$ cat src/rtl/manta_bus_pkg.sv
// Shared bus definitions for the manta IO core and its bridges.
// Bus widths and the transaction bundle carried between blocks.
package manta_bus_pkg;

    localparam int BUS_ADDR_WIDTH = 16;
    localparam int BUS_DATA_WIDTH = 16;

    typedef struct packed {
        logic [BUS_ADDR_WIDTH-1:0] addr;
        logic [BUS_DATA_WIDTH-1:0] data;
        logic                      rw;
        logic                      valid;
    } bus_txn_t;

    function automatic logic [15:0] sat_inc16(input logic [15:0] v);
        return (v == 16'hFFFF) ? v : v + 16'd1;
    endfunction

endpackage

$ cat src/rtl/bus_resp_fifo.sv
// Read-response FIFO between the IO core bus output and bridge_tx.
// Write echoes are filtered; drops on a full FIFO are flagged and counted.
module bus_resp_fifo
    import manta_bus_pkg::*;
#(
    parameter int DEPTH      = 16,
    parameter int DATA_WIDTH = BUS_DATA_WIDTH
) (
    input  logic                       clk,
    input  logic                       rst,
    input  logic [DATA_WIDTH-1:0]      data_i,
    input  logic                       rw_i,
    input  logic                       valid_i,
    output logic [DATA_WIDTH-1:0]      data_o,
    output logic                       valid_o,
    input  logic                       ready_i,
    output logic [$clog2(DEPTH):0]     count_o,
    output logic                       overflow_o,
    output logic [15:0]                drop_count_o
);

    localparam int AW = $clog2(DEPTH);
    localparam int CW = AW + 1;
    localparam logic [CW-1:0] FULL_CNT = CW'(DEPTH);

    logic [DATA_WIDTH-1:0] mem_q [DEPTH];

    logic [AW-1:0] wr_ptr_q, wr_ptr_d;
    logic [AW-1:0] rd_ptr_q, rd_ptr_d;
    logic [CW-1:0] count_q, count_d;
    logic          overflow_q, overflow_d;
    logic [15:0]   drop_q, drop_d;

    logic push, pop, full, accept, drop;

    assign push   = valid_i && !rw_i;
    assign pop    = valid_o && ready_i;
    assign full   = (count_q == FULL_CNT);
    // A full FIFO still takes a push when the head leaves the same cycle.
    assign accept = push && (!full || pop);
    assign drop   = push && full && !pop;

    always_comb begin
        wr_ptr_d   = wr_ptr_q;
        rd_ptr_d   = rd_ptr_q;
        count_d    = count_q;
        overflow_d = overflow_q;
        drop_d     = drop_q;

        if (accept) wr_ptr_d = wr_ptr_q + 1'b1;
        if (pop)    rd_ptr_d = rd_ptr_q + 1'b1;

        unique case ({accept, pop})
            2'b10:   count_d = count_q + 1'b1;
            2'b01:   count_d = count_q - 1'b1;
            default: count_d = count_q;
        endcase

        if (drop) begin
            overflow_d = 1'b1;
            drop_d     = sat_inc16(drop_q);
        end
    end

    always_ff @(posedge clk) begin
        if (rst) begin
            wr_ptr_q   <= '0;
            rd_ptr_q   <= '0;
            count_q    <= '0;
            overflow_q <= 1'b0;
            drop_q     <= '0;
        end else begin
            wr_ptr_q   <= wr_ptr_d;
            rd_ptr_q   <= rd_ptr_d;
            count_q    <= count_d;
            overflow_q <= overflow_d;
            drop_q     <= drop_d;
        end
    end

    always_ff @(posedge clk) begin
        if (!rst && accept) mem_q[wr_ptr_q] <= data_i;
    end

    assign data_o       = mem_q[rd_ptr_q];
    assign valid_o      = (count_q != '0);
    assign count_o      = count_q;
    assign overflow_o   = overflow_q;
    assign drop_count_o = drop_q;

endmodule
$ cat config.mk
export PLATFORM = sky130hd
export DESIGN_NAME = bus_resp_fifo
export DESIGN_NICKNAME = d
export VERILOG_FILES = /design/src/rtl/manta_bus_pkg.sv /design/src/rtl/bus_resp_fifo.sv
export SDC_FILE = /design/constraint.sdc
export NUM_CORES = 1
export LEC_CHECK = 0
export BUFFER_PORTS_ARGS = -buffer_cell sky130_fd_sc_hd__buf_2
export CAP_MARGIN = 40
export CORE_ASPECT_RATIO = 1.75
export CORE_MARGIN = 4
export CORE_UTILIZATION = 31
export DETAILED_ROUTE_END_ITERATION = 10
export GPL_ROUTABILITY_DRIVEN = 0
export HOLD_SLACK_MARGIN = 0.02
export PLACE_DENSITY = 0.51
export SYNTH_ARGS = -nofsm -noshare
export SYNTH_HDL_FRONTEND = slang
export SYNTH_SLANG_ARGS = --single-unit
$ cat constraint.sdc
create_clock -name clk -period 3.04 [get_ports clk]
set_clock_uncertainty 0.2 [all_clocks]
set_input_delay 0.152 -clock clk [delete_from_list [all_inputs] [get_ports clk]]
set_output_delay 0.152 -clock clk [all_outputs]
set_load 0.005 [all_outputs]
After elaboration in Yosys (flattened, before gate mapping)
Memories as Yosys holds them, arrays and structs flattened. A register that Yosys moved wholly into a read port is not among the register bits. Cells that the tools add are included.

Register bits after elaboration: 30. RAM bits: 256. Output and inout bits: 39. Word-level logic and storage cells: 35. Memories kept: 1.

Add/subtract/negate cells: 5. Eq/ne operators: 4. Multiplexer cells: 5. Bitwise gates (word level): 1. Reduce and logical (&&, ||, !) cells: 14.

Memory list: mem_q (depth 16, bits a word 16, rd ports 1, clocked after memory_dff 1, wr ports 1, line bus_resp_fifo.sv:26) `logic [DATA_WIDTH-1:0] mem_q [DEPTH];`.

Operator list (number): $add 16x1->16 const B (1); $eq 16x16->1 const B (1); $pmux 5 s2 (1); $add 4x1->4 const B (2); $mux 4 (2); $logic_and 1x1->1 (6); $add 5x1->5 const B (1); $eq 5x5->1 const B (1); $reduce_bool 5->1 (1); $sub 5x1->5 const B (1); $logic_not 1->1 (4); $eq 2x1->1 const B (1); $eq 2x2->1 const B (1); $mux 1 (2); $reduce_and 2->1 (1); $reduce_bool 2->1 (1); $logic_or 1x1->1 (1); $not 1->1 (1).

Longest topological paths before layout
Word-level depth: 7. Gate-level depth with buffers: 10. Mapped depth without buffers: 9.

Worst setup path before layout
Ideal clock, no wire load.

Path kind: flip-flop to flip-flop. Start: reg count_q[1], in the netlist count_o[1]. End: reg count_q[4], in the netlist count_o[4]. Library setup time: 0.124 ns. Arrival: 2.311 ns. Data required time: 2.716 ns. Slack: 0.404 ns. Cell stages (with the launch flop): 11. Period minus slack after synthesis: 2.636 ns. Cells stage by stage: dfxtp_1 buf_6 or4_1 o211ai_2 xnor2_1 ha_1 or4_1 nand2_1 nor2_1 a31oi_1 nand3_1.

Longest elaborated chain between the ends: 6. Elaborated cells between the ends (all ways): 12. Classes of those cells: add/sub (2); eq/ne (3); mux (1); reduce/logical (6).

RTL lines: from (decl) (line bus_resp_fifo.sv:30) `logic [CW-1:0] count_q, count_d;`; from (signal assigned) (line bus_resp_fifo.sv:75) `count_q <= count_d;`; $eq 5x5->1 or $reduce_bool 5->1 (tied branches) (line bus_resp_fifo.sv:38, bus_resp_fifo.sv:86); $logic_not 1->1 or $logic_and 1x1->1 (tied branches) (line bus_resp_fifo.sv:40, bus_resp_fifo.sv:37); $logic_or 1x1->1 (line bus_resp_fifo.sv:40) `assign accept = push && (!full || pop);`; $logic_and 1x1->1 (line bus_resp_fifo.sv:40); $eq 2x1->1 or $eq 2x2->1 (tied branches) (line bus_resp_fifo.sv:53) `unique case ({accept, pop})`; $pmux 5 s2 or $reduce_bool 2->1 (tied branches).

Several ways; a longest one is shown, not always the timed one. A chain may end at the register's enable or synchronous reset.

==> out/qor.csv <==
metric,value,unit
Max Slew Vio Count,0,
full die area,39900,um^2
Synth cell types,47,
share of layout cells above drive strength 1,0.3237,
# nets final,703,
Fillers,3330,
reg-to-reg endpoint,count_o[4],
syn nets,596,
"Seq/Total Area, Yosys",0.7365,
H-tree depth,1,
Util after Layout,0.3720,
Final Cycle Share,0.9273,
internal power,7.082,mW
Final min period,2819,ps
drt wl/cell,21.08,um
cts bufs inserted,26,
area grow syn2layout,18.32,%
#FFs+latches synth,290,
number of synthesis warnings,0,
Synth Instances,568,
die height,261.3,um
most frequent cells in the layout,"edfxtp_1 (256), mux4_2 (80), buf_2 (59)",
Worst Hold Path EP,wr_ptr_q[2],
Synth Area in Compound Gates,0.01343,
clock sink total,290,
NetSw,2.170,mW
vias per cell,4.845,
Flop pwr share,0.485,
max frequency,354.7,MHz
gr usage total,0.1234,
Clock Tree Buf Depth,3,
First DRT Iteration DRCs,328,
"Data arrival, critical path",2470,ps
critical path peak fanout,24,
Worst setup SP type,flip-flop,
DIE WIDTH,152.7,um
Final setup viols,0,
Leakage,4.261,nW
Worst-Skew Late Latency,540,ps
power per cell area,688.2,nW/um^2
largest net degree at the start of global routing,65,
Synth Area per Inst,20.00,um^2
"leading cell type in the layout, fill and taps excluded",edfxtp_1,
max-cap violation count,0,
hold_ws,193.2,ps
setup TNS,0,ps
RR Startpoint,count_o[0],
worst ir drop on vdd,0.0005135,V
initial antenna violation count,0,
vias in the first global route,6191,
post-synthesis mux area share,0.1604,
min-delay src,rst,
sw frac,0.2346,
Boundary Pins,60,
RSZ-0062 raised after global routing,false,
Slew HR,0.3715,
CTS tree,done,
fraction of the mapped netlist area in simple logic gates,0.05242,
"Power, Total",9.252,mW
flop2flop setup slack,420,ps
Hold Crit Class,in2reg,
"EDFF count, synth",256,
critical path class,reg2out,
Fin. Hold Viols,0,
DP HPWL,14.70,mm
Post-Syn Area,11360,um^2
Final ANT Viol Nets,0,
Clock Power Share,0.363,
initial core utilization,0.3144,
Main synth FF type,edfxtp_1,
clk slew on worst S/H paths,70,ps
Synth Area in XOR/XNOR,0.01696,
Post-Route WL,24.49,mm
"Async S/R FF share, synth",0,
row cnt,92,
TritonRoute pass-1 iters,6,
number of diodes,0,
combinational family with the most area after synthesis,multiplexers,
required time of the critical path,2690,ps
"Remaining Overflow, GRT",0,
outcome,completed,
reg2reg path depth,9,
Vias,5630,
hold path depth,3,
Synth Area in Adders,0.007708,
Worst-Margin Slew,934.1,ps
PortBufs,59,
Worst setup EP type,primary output,
Root Driver,clkbuf_16,
Comb pwr share,0.152,
core area,36140,um^2
global-route wire length before repair,37.58,mm
DR DRC count,0,
-- cell type report --
type	count	area, um^2	area share
multi-input cells	245	2869	0.2134
clock inverters	16	181.4	0.01349
clock buffers	29	683.2	0.05081
well taps	470	588.1	0.04374
repair buffers	106	726.9	0.05407
inverters	6	22.52	0.001675
flip-flops and latches	290	8373	0.6228
-- cell usage after synthesis, types with 2 or more instances --
library cell | number | area share
nand3_1 | 16 | 0.0070
edfxtp_1 | 256 | 0.68
inv_1 | 6 | 0.0020
xor2_1 | 4 | 0.0031
nand4_1 | 2 | 0.0011
nor3_1 | 2 | 0.00088
o22ai_1 | 2 | 0.0011
xnor2_1 | 18 | 0.014
or2_2 | 2 | 0.0011
o21ai_0 | 3 | 0.0013
dfxtp_1 | 34 | 0.060
a31oi_1 | 2 | 0.0011
nand2_1 | 13 | 0.0043
nor2b_1 | 2 | 0.0011
or4_1 | 2 | 0.0013
nor4_1 | 5 | 0.0028
mux4_2 | 80 | 0.16
buf_2 | 9 | 0.0040
or3_1 | 4 | 0.0022
buf_1 | 4 | 0.0013
a21oi_1 | 10 | 0.0044
clkbuf_1 | 13 | 0.0043
nand2b_1 | 2 | 0.0011
ha_1 | 7 | 0.0077
and2_1 | 2 | 0.0011
nor4_4 | 2 | 0.0037
nor2_1 | 46 | 0.015
-- repair_timing --
action | in CTS | in global routing
hold endpoints to repair | 289 | 0
hold buffers | 20 | 0
buffers inserted | 0 | 0
resized for setup | 0 | 1
endpoints found under the setup margin | 0 | 5
-- power by group through the flow --
| stage | sequential [mW] | clock (mW) | combinational [mW] |
|---|---|---|---|
| 3_5_place_dp | 4.57 | 0 | 1.43 |
| 3_3_place_gp | 4.56 | 0 | 1.39 |
| 4_1_cts | 4.48 | 3.46 | 1.45 |
| 6_report | 4.48 | 3.36 | 1.41 |
| 5_1_grt | 4.49 | 3.62 | 1.55 |
| 2_1_floorplan | 4.52 | 0 | 1.03 |
-- worst max-delay path, stage by stage (launching register included) --
cell and delay (ps):
dfxtp_4 370, buf_6 320, mux4_2 550, mux4_2 530
buf_2 160
-- per-stage QoR --
step / setup WS [ps] / area, um^2 / std cells
floorplan: 404.3 / 11360 / 568
global placement: 543.0 / 12380 / 1097
detailed placement: 450.7 / 12380 / 1097
CTS: 15.92 / 13440 / 1162
global route: 103.7 / 13440 / 1162
finish: 221.1 / 13440 / 1162
-- logic make-up after synthesis --
family	after synthesis
mux	82
fa+ha+maj	7
flops	290
compound gates	23
buf+inv	33
simple gates	111
xor+xnor	22
-- flip-flops by register name, summed over array words and instances (netlist names), named ones only --
| signal | flops |
|---|---|
| drop_count_o | 16 |
| rd_ptr_q | 4 |
| mem_q | 256 |
| wr_ptr_q | 4 |
| overflow_o | 1 |
| count_o | 5 |
-- worst max path at each step --
stage	from	end	slack (ps)	depth (start not counted)
after floorplan	count_o[1]	count_o[4]	400	10
after global routing	flip-flop	data_o[0]	100	4
after global placement	count_o[0]	count_o[4]	540	9
final	flip-flop	data_o[2]	220	4
after CTS	flip-flop	data_o[2]	20	4
after detailed placement	count_o[0]	count_o[4]	450	9
-- layer usage --
metal / track usage / share of wire / up-vias / routed length [um]
met2: 0.2390 / 0.56 / 146 / 13750
met1: 0.1402 / 0.38 / 2931 / 9191
met5: 0 / 0 / - / 0
met3: 0.01720 / 0.041 / 38 / 1005
met4: 0.03691 / 0.022 / 0 / 541
li1: - / - / 2515 / -
Power figures use the tool's default switching activity.
